**src/rtl/riscv_pkg.sv**
```systemverilog
// riscv_pkg: definitions shared by the RV32 core's decoder, forwarding unit and
// hazard controller.
//   - 7-bit major opcode constants
//   - hz_state_t: hazard controller FSM states
package riscv_pkg;

    localparam logic [6:0] OP_LW   = 7'b0000011;  // loads
    localparam logic [6:0] OP_JALR = 7'b1100111;
    localparam logic [6:0] OP_AUPC = 7'b0010111;  // AUIPC
    localparam logic [6:0] I_TYPE  = 7'b0010011;  // ALU immediate
    localparam logic [6:0] U_TYPE  = 7'b0110111;  // LUI
    localparam logic [6:0] J_TYPE  = 7'b1101111;  // JAL
    localparam logic [6:0] R_TYPE  = 7'b0110011;  // ALU register-register
    localparam logic [6:0] S_TYPE  = 7'b0100011;  // stores
    localparam logic [6:0] B_TYPE  = 7'b1100011;  // conditional branches

    typedef enum logic [0:0] {
        RUN     = 1'b0,
        MD_WAIT = 1'b1
    } hz_state_t;

endpackage

```
**src/rtl/hazard_src_use.sv**
```systemverilog
// hazard_src_use: reports which source registers an instruction really reads,
// so that a matching rd in a load ahead of it only counts as a hazard when the
// operand is actually consumed.
//   op   in  7  major opcode
//   use1 out 1  instruction reads rs1
//   use2 out 1  instruction reads rs2
module hazard_src_use
    import riscv_pkg::*;
(
    input  logic [6:0] op,
    output logic       use1,
    output logic       use2
);

    always_comb begin
        use1 = 1'b1;
        use2 = 1'b1;
        // LUI, AUIPC and JAL carry no rs1 field at all.
        if (op == U_TYPE || op == OP_AUPC || op == J_TYPE) begin
            use1 = 1'b0;
        end
        // Immediate-form instructions take their second operand from the
        // immediate, so the rs2 bit positions are not a register.
        if (op == I_TYPE || op == U_TYPE || op == OP_AUPC ||
            op == J_TYPE || op == OP_LW  || op == OP_JALR) begin
            use2 = 1'b0;
        end
    end

endmodule

```
**src/rtl/hazard_ctrl.sv**
```systemverilog
// hazard_ctrl: stall / NOP-insert controller for the 5-stage RV32 pipeline.
// Covers the hazards forwarding cannot resolve: load-use, taken-branch flush,
// multi-cycle MUL/DIV occupancy of EX and data-memory wait states.
//   clk, rst                  clock, synchronous active-high reset
//   op_s2, src1_s2, src2_s2   opcode / rs1 / rs2 of the ID instruction
//   memRead_s3, rd_s3         EX holds a load, and its rd
//   md_s3                     EX holds a valid MUL/DIV (level)
//   branch_taken_s3           EX resolved a taken branch / JAL / JALR
//   dmem_req_s4, dmem_ready   MEM access request and completion
//   stall_pc, stall_s2..s5    hold PC / register feeding stage N
//   flush_s2..s5              load NOP into register feeding stage N
//   md_busy                   FSM is in MD_WAIT
// All outputs are combinational from state, counter and current inputs.
module hazard_ctrl
    import riscv_pkg::*;
#(
    parameter int unsigned MD_CYCLES = 34
) (
    input  logic       clk,
    input  logic       rst,
    input  logic [6:0] op_s2,
    input  logic [4:0] src1_s2,
    input  logic [4:0] src2_s2,
    input  logic       memRead_s3,
    input  logic [4:0] rd_s3,
    input  logic       md_s3,
    input  logic       branch_taken_s3,
    input  logic       dmem_req_s4,
    input  logic       dmem_ready,
    output logic       stall_pc,
    output logic       stall_s2,
    output logic       stall_s3,
    output logic       stall_s4,
    output logic       stall_s5,
    output logic       flush_s2,
    output logic       flush_s3,
    output logic       flush_s4,
    output logic       flush_s5,
    output logic       md_busy
);

    // The cycle spent in RUN while md_s3 is first seen counts as one of the
    // MD_CYCLES, and the release cycle (cnt==0) is another, hence the -2.
    localparam bit         MD_MULTI = (MD_CYCLES > 1);
    localparam logic [7:0] MD_LOAD  = MD_MULTI ? 8'(MD_CYCLES - 2) : 8'd0;

    hz_state_t  state, state_nxt;
    logic [7:0] cnt, cnt_nxt;

    logic use1, use2;
    logic mem_wait, md_hold, load_use;

    hazard_src_use u_src_use (
        .op   (op_s2),
        .use1 (use1),
        .use2 (use2)
    );

    assign mem_wait = dmem_req_s4 && !dmem_ready;

    assign md_hold  = (state == RUN && md_s3 && MD_MULTI) ||
                      (state == MD_WAIT && cnt != 8'd0);

    assign load_use = memRead_s3 && (rd_s3 != 5'd0) &&
                      ((use1 && rd_s3 == src1_s2) || (use2 && rd_s3 == src2_s2));

    always_ff @(posedge clk) begin
        if (rst) begin
            state <= RUN;
            cnt   <= '0;
        end else begin
            state <= state_nxt;
            cnt   <= cnt_nxt;
        end
    end

    always_comb begin
        state_nxt = state;
        cnt_nxt   = cnt;
        case (state)
            RUN: begin
                // A frozen pipeline must not start the count: the MUL/DIV
                // only begins its occupancy on an unfrozen cycle.
                if (md_s3 && !mem_wait && MD_MULTI) begin
                    state_nxt = MD_WAIT;
                    cnt_nxt   = MD_LOAD;
                end
            end
            MD_WAIT: begin
                // The unit keeps computing through a memory freeze, so the
                // counter runs on and parks at 0 until the freeze lifts.
                cnt_nxt = (cnt != 8'd0) ? cnt - 8'd1 : 8'd0;
                if (cnt == 8'd0 && !mem_wait) begin
                    state_nxt = RUN;
                end
            end
            default: begin
                state_nxt = RUN;
                cnt_nxt   = '0;
            end
        endcase
    end

    always_comb begin
        stall_pc = 1'b0;
        stall_s2 = 1'b0;
        stall_s3 = 1'b0;
        stall_s4 = 1'b0;
        stall_s5 = 1'b0;
        flush_s2 = 1'b0;
        flush_s3 = 1'b0;
        flush_s4 = 1'b0;
        flush_s5 = 1'b0;
        md_busy  = 1'b0;
        if (!rst) begin
            md_busy = (state == MD_WAIT);
            if (mem_wait) begin
                // Whole front of the pipe freezes; a branch in EX is held too
                // and takes effect on the first unfrozen cycle.
                stall_pc = 1'b1;
                stall_s2 = 1'b1;
                stall_s3 = 1'b1;
                stall_s4 = 1'b1;
                flush_s5 = 1'b1;
            end else if (md_hold) begin
                stall_pc = 1'b1;
                stall_s2 = 1'b1;
                stall_s3 = 1'b1;
                flush_s4 = 1'b1;
            end else if (branch_taken_s3) begin
                // Beats load-use: the dependent ID instruction is killed anyway.
                flush_s2 = 1'b1;
                flush_s3 = 1'b1;
            end else if (load_use) begin
                stall_pc = 1'b1;
                stall_s2 = 1'b1;
                flush_s3 = 1'b1;
            end
        end
    end

endmodule

```
**config.mk**
```make
export PLATFORM = sky130hd
export DESIGN_NAME = hazard_ctrl
export DESIGN_NICKNAME = d
export VERILOG_FILES = /design/src/rtl/riscv_pkg.sv /design/src/rtl/hazard_src_use.sv /design/src/rtl/hazard_ctrl.sv
export SDC_FILE = /design/constraint.sdc
export NUM_CORES = 1
export LEC_CHECK = 0
export ABC_AREA = 1
export BUFFER_PORTS_ARGS = -buffer_cell sky130_fd_sc_hd__buf_4
export CAP_MARGIN = 20
export CELL_PAD_IN_SITES_DETAIL_PLACEMENT = 1
export CELL_PAD_IN_SITES_GLOBAL_PLACEMENT = 1
export CORE_ASPECT_RATIO = 1.25
export CORE_MARGIN = 5
export CORE_UTILIZATION = 30
export DETAILED_ROUTE_END_ITERATION = 10
export GPL_TIMING_DRIVEN = 0
export PLACE_DENSITY_LB_ADDON = 0.1
export REMOVE_ABC_BUFFERS = 1
export SYNTH_ARGS = -nofsm -noshare
export SYNTH_HDL_FRONTEND = slang
export SYNTH_SLANG_ARGS = --single-unit
export TNS_END_PERCENT = 5
```
**constraint.sdc**
```tcl
create_clock -name clk -period 2.4 [get_ports clk]
set_input_delay 0.48 -clock clk [delete_from_list [all_inputs] [get_ports clk]]
set_output_delay 0.48 -clock clk [all_outputs]
set_load 0.05 [all_outputs]
```
==> run_results.csv, run 1 <==
group,metric,value,unit
worst_setup_path,worst-path-buf-inv,4,
yosys,synthCells,149,
floorplan,die_h,69.54,µm
floorplan,dieArea,4008,µm²
layout,stdcell_area,1175,µm²
worst_setup_path,reg2reg_setup_slack,1.02,ns
worst_setup_path,crit_path_max_incr_delay,0.31,ns
global_route,grt_overflow,0,
worst_setup_path,r2r-start,"cnt[0]",
timing,hold_ws,0.4605,ns
worst_setup_path,crit_type,"flip-flop to primary output",
route,vias_per_cell,4.645,
yosys,yosys.area.top_type,"dfxtp_1",
worst_setup_path,critPathCaptureType,"primary output",
layout,n_fill_cell,391,
pwr,p_leak,0.6726,nW
floorplan,num_io_pins,39,
clock_tree,cts_sinks,9,
floorplan,dieWidth,57.63,µm
clock_tree,insertion_delay,0.26,ns
yosys,synth-seq-cells,9,
layout,area_delta_synth_final,38.09,%
worst_setup_path,crit_path_start_kind,"flip-flop",
worst_setup_path,critPathArrivalTime,1.72,ns
worst_setup_path,cpLargestDelayFamily,"simple AND/OR/NAND/NOR gates",
layout,antenna_cells,0,
route,met1_length,971,µm
yosys,yosysTopAreaCellShare,0.2118,
yosys,synthTopCellsByArea,"dfxtp_1, nand2_1, inv_1",
route,wl,2635,µm
yosys,synth_commonest_cells,"nand2_1, inv_1, nor2_1",
yosys,synth.distinct_cells,23,
route,ant_nets,0,
worst_hold_path,hold_class,"primary input to flip-flop",
floorplan,rows,21,
clock_tree,cts_buffers,3,
pwr,power.total,0.7869,mW
route,via_count,1022,
timing,min_period_over_period,0.9162,
clock_tree,clock-root-buffer,"clkbuf_4",
timing,layout_setup_ws,0.2012,ns
global_route,antenna_found_initial,0,
timing,timing.fmax,0.4548,GHz
worst_setup_path,slowest_stage,"dfxtp_1",
timing,drv_slew,0,
timing,rsz0062_at_grt,"false",
route,post-route-drc-count,0,
worst_setup_path,cp_cell_sequence,"inv_2, ha_1, inv_1, nor3_2, nand2_2, nand2_4, nand2_4, inv_1, nand2_1, nand2_1, nand2_1, buf_4",
route,wire_per_inst,11.98,µm
global_route,grt_pass1_vias,1131,
worst_setup_path,path_common_cell,"nand2_1",
place,dp_slack,0.3334,ns
clock_tree,clk_pin_slew,0.06,ns
place,postPlaceCellArea,1144,µm²
timing,tns,0,ns
layout,drive_gt1_frac,0.2688,
clock_tree,cts_buffer_depth,2,
global_route,grt_usage,0.1377,
route,drt_pass1_iterations,4,
pwr,vdd_drop_max,352.4,µV
status,status,"completed",
place,port_buffers,37,
worst_setup_path,critPathLaunch,"cnt[0]",
worst_setup_path,crit_required,1.92,ns
yosys,synth-edff-count,0,
flow_run,drv_cap,0,
yosys,synthFlopType,"dfxtp_1",
floorplan,core_area,2706,µm²
floorplan,initial_utilization,0.3144,
pwr,power_density,669.8,nW/µm²
route,drt_iter0_drc,21,
place,place_congestion,0.7832,
clock_tree,cts_hold_buf,0,
yosys,yosys_warnings,0,
route,wl_met3,126,µm
yosys,synthArstFlopShare,0,
yosys,syn-cell-area,850.8,µm²
timing,skew,0.0009910,ns
global_route,grt_max_degree,11,
yosys,synth.most_common_cell,"nand2_1",
worst_hold_path,hp-start,"rst",
clock_tree,cts_tree,"yes",
worst_setup_path,crit_fanout,5,
layout,final_nets,218,
route,top_layer,"met4",
yosys,ys_seq_area_frac,0.2118,
timing,final-setup-viol-count,0,
timing,hold_viol,0,
yosys,synth.avg_cell_area,5.710,µm²
place,hpwl,2302,µm
timing,post-route-min-period,2.199,ns
global_route,grt_pass1_wl,4560,µm
route,dr_wl_met2,1498,µm
clock_tree,cts_max_level,1,
## cell type report
| type | count | area, µm² | share of cell area |
|---|---|---|---|
| flip-flops and latches | 9 | 180.2 | 0.1534 |
| well taps | 34 | 42.54 | 0.03621 |
| multi-input cells | 109 | 546.8 | 0.4654 |
| inverters | 27 | 101.3 | 0.08626 |
| clock buffers | 4 | 26.28 | 0.02236 |
| repair buffers | 37 | 277.8 | 0.2364 |
## metrics by stage
| step | instances | utilization |
|---|---|---|
| finish | 220 | 0.4341 |
| global route | 220 | 0.4341 |
| CTS | 220 | 0.4323 |
| detailed placement | 216 | 0.4226 |
| global placement | 216 | 0.4226 |
| floorplan | 145 | - |
## sequential cells by signal, summed over array words and instances, names as in the netlist
name / count
state: 1
cnt: 8
## layout by cell type (no fill, tap or decap), types with 2 or more instances in the layout
cell,synthesis,final
buf_4,3,37
inv_2,1,3
nand3_1,8,8
ha_1,2,2
a21oi_1,7,7
xor2_1,7,7
xnor2_1,3,3
nand2_4,2,2
inv_1,26,24
o21ai_0,5,5
nor2_1,20,20
dfxtp_1,9,9
nand2_1,45,45
clkbuf_4,0,3
nor2_2,2,2
## where the power goes
part,internal (mW),switching (mW)
Combinational,0.176,0.286
Sequential,0.180,0.0273
Clock,0.0642,0.0546
## routing by layer
layer	vias to the layer above	global-route usage
li1	519	-
met1	476	0.1328
met2	22	0.2714
met3	5	0.02793
met4	0	0.05155
met5	-	0
## kinds of logic (layout without fill, tap and decap cells)
| family | count (synthesis) | count (layout) | share of synthesized area |
|---|---|---|---|
| xor+xnor | 10 | 10 | 0.1029 |
| flops | 9 | 9 | 0.2118 |
| simple gates | 81 | 81 | 0.4088 |
| buf+inv | 31 | 68 | 0.1515 |
| other cells | 1 | 1 | 0.004408 |
| fa+ha+maj | 2 | 2 | 0.02941 |
| compound gates | 15 | 15 | 0.09117 |
## worst paths after layout
path,depth (start not counted),to
worst max-delay path,12,stall_s2
worst min-delay path,2,cnt[3]
worst max register to register,9,cnt[5]
worst min register to register,2,cnt[2]
## repair_timing
item                                   in CTS  in global routing
setup buffers                               0                  0
setup endpoints to repair                   0                  5
gates resized for setup                     0                  3
endpoints found under the hold margin       0                  0
No activity file was read; power rests on OpenSTA's default activity.
==> inputs of run 2 (changes only) <==
--- a/config.mk
+++ b/config.mk
@@ -10,7 +10,7 @@
 export CAP_MARGIN = 20
 export CELL_PAD_IN_SITES_DETAIL_PLACEMENT = 1
 export CELL_PAD_IN_SITES_GLOBAL_PLACEMENT = 1
-export CORE_ASPECT_RATIO = 1.25
+export CORE_ASPECT_RATIO = 0.8
 export CORE_MARGIN = 5
 export CORE_UTILIZATION = 30
 export DETAILED_ROUTE_END_ITERATION = 10
==> run_results.csv, run 2 (same netlist as run 1, synthesis figures left out) <==
group,metric,value,unit
status,status,"completed",
route,drt_pass1_iterations,3,
layout,drive_gt1_frac,0.2634,
timing,skew,0.0008224,ns
place,place_congestion,0.8218,
place,port_buffers,37,
global_route,grt_overflow,0,
timing,rsz0062_at_grt,"false",
flow_run,drv_cap,0,
layout,utilization,0.4300,
worst_setup_path,crit_type,"flip-flop to primary output",
worst_setup_path,critPathArrivalTime,1.71,ns
worst_setup_path,crit_path_start_kind,"flip-flop",
worst_hold_path,hold_path_end,"cnt[3]",
layout,final_nets,218,
pwr,intPower,0.4183,mW
timing,min_period_over_period,0.9121,
route,ant_nets,0,
layout,antenna_cells,0,
layout,largest-register,"cnt",
route,vias_per_cell,4.339,
pwr,combPwrFrac,0.590,
floorplan,num_io_pins,39,
layout,largestRegisters,"cnt: 8 flops, state: 1 flops",
global_route,grt_pass1_vias,1003,
clock_tree,cts_sinks,9,
layout,layout_common_cells,"nand2_1, buf_4, inv_1",
timing,post-route-min-period,2.189,ns
worst_hold_path,hp-start,"rst",
clock_tree,cts_buffers,3,
clock_tree,post_cts_buffers,0,
pwr,power.net_switching,0.3677,mW
clock_tree,clock-root-buffer,"clkbuf_4",
place,hpwl,2219,µm
timing,drv_slew,0,
clock_tree,cts_buffer_depth,2,
floorplan,core_area,2744,µm²
clock_tree,clk_pin_slew,0.06,ns
worst_setup_path,crit_fanout,4,
pwr,power.total,0.7860,mW
global_route,antenna_found_initial,0,
clock_tree,insertion_delay,0.26,ns
pwr,p_sw_frac,0.4678,
route,post-route-drc-count,0,
worst_hold_path,hold_depth,2,
layout,largest_register_ffs,8,
clock_tree,cts_hold_buf,0,
pwr,p_clk_frac,0.147,
floorplan,die_h,57.63,µm
floorplan,initial_utilization,0.3101,
route,via_count,972,
pwr,vdd_drop_max,496.4,µV
worst_setup_path,rr_worst_depth,9,
pwr,power_density,666.2,nW/µm²
timing,tns,0,ns
timing,final-setup-viol-count,0,
global_route,grt_pass1_wl,4422,µm
global_route,grt_usage,0.1338,
worst_setup_path,rr_endpoint,"cnt[5]",
floorplan,rows,17,
floorplan,dieArea,4008,µm²
pwr,p_leak,0.6724,nW
layout,area_delta_synth_final,38.68,%
worst_hold_path,hold_class,"primary input to flip-flop",
timing,timing.fmax,0.4568,GHz
layout,layout_commonest_cell,"nand2_1",
global_route,grt_max_degree,11,
timing,hold_viol,0,
worst_setup_path,critPathCaptureType,"primary output",
route,wire_per_inst,11.77,µm
pwr,seqPwrFrac,0.263,
worst_setup_path,reg2reg_setup_slack,1.02,ns
floorplan,dieWidth,69.54,µm
worst_setup_path,r2r-start,"cnt[1]",
worst_setup_path,crit_required,1.92,ns
route,drt_iter0_drc,10,
clock_tree,cts_tree,"yes",
route,wl,2636,µm
clock_tree,cts.repair.resized,0,
clock_tree,cts_max_level,1,
-- run 2: cell counts in the layout (fill, tap and decap cells not counted) --
Identical to the previous run, type by type.
-- run 2: final cells by class --
cell class | count | area, µm²
tap | 38 | 47.55
multi-input combinational | 109 | 546.8
timing repair buffer | 37 | 277.8
fill | 398 | 1564
clock buffer | 4 | 26.28
sequential | 9 | 180.2
inverter | 27 | 101.3
-- run 2: layer usage --
layer / part of all wire / wire [µm] / vias up / global-route usage
met5: 0 / 0 / - / 0
met4: 0 / 0 / 0 / 0.008357
met3: 0.044 / 116 / 0 / 0.04506
met2: 0.49 / 1284 / 19 / 0.2351
met1: 0.47 / 1234 / 435 / 0.1677
li1: - / - / 518 / -
-- run 2: worst max path at each step --
stage	cells after the start	startpoint	end
finish	11	cnt[1]	flush_s3
global route	12	cnt[1]	stall_pc
CTS	12	cnt[0]	stall_pc
detailed placement	10	rd_s3[1]	stall_pc
global placement	10	rd_s3[2]	stall_s2
floorplan	3	dmem_ready	flush_s5
-- run 2: stage by stage --
step                      setup slack, ns  area, µm²  instances  hold WS (ns)
after floorplan                   0.05150      823.3        145        0.4638
after global placement             0.3846       1149        220        0.4783
after detailed placement           0.3769       1149        220        0.4999
after CTS                         0.09759       1175        224        0.4774
after global routing             0.004899       1180        224        0.4731
final                              0.2110       1180        224        0.4791
-- run 2: critical path, cell delays in order, from the launching register on --
cell and delay, ns:
dfxtp_1 0.30, inv_1 0.11, ha_1 0.16, inv_1 0.05
nor3_2 0.13, nand2_2 0.10, nand2_4 0.09, nand2_4 0.05
nor2_2 0.11, nand3_1 0.09, nand2_1 0.07, buf_4 0.19
-- run 2: power groups by stage --
stage	Combinational (mW)	Sequential (mW)	Clock [mW]
floorplan	0.330	0.202	0
global placement	0.437	0.205	0
CTS	0.463	0.205	0.121
global route	0.514	0.211	0.136
detailed placement	0.456	0.208	0
finish	0.464	0.206	0.116
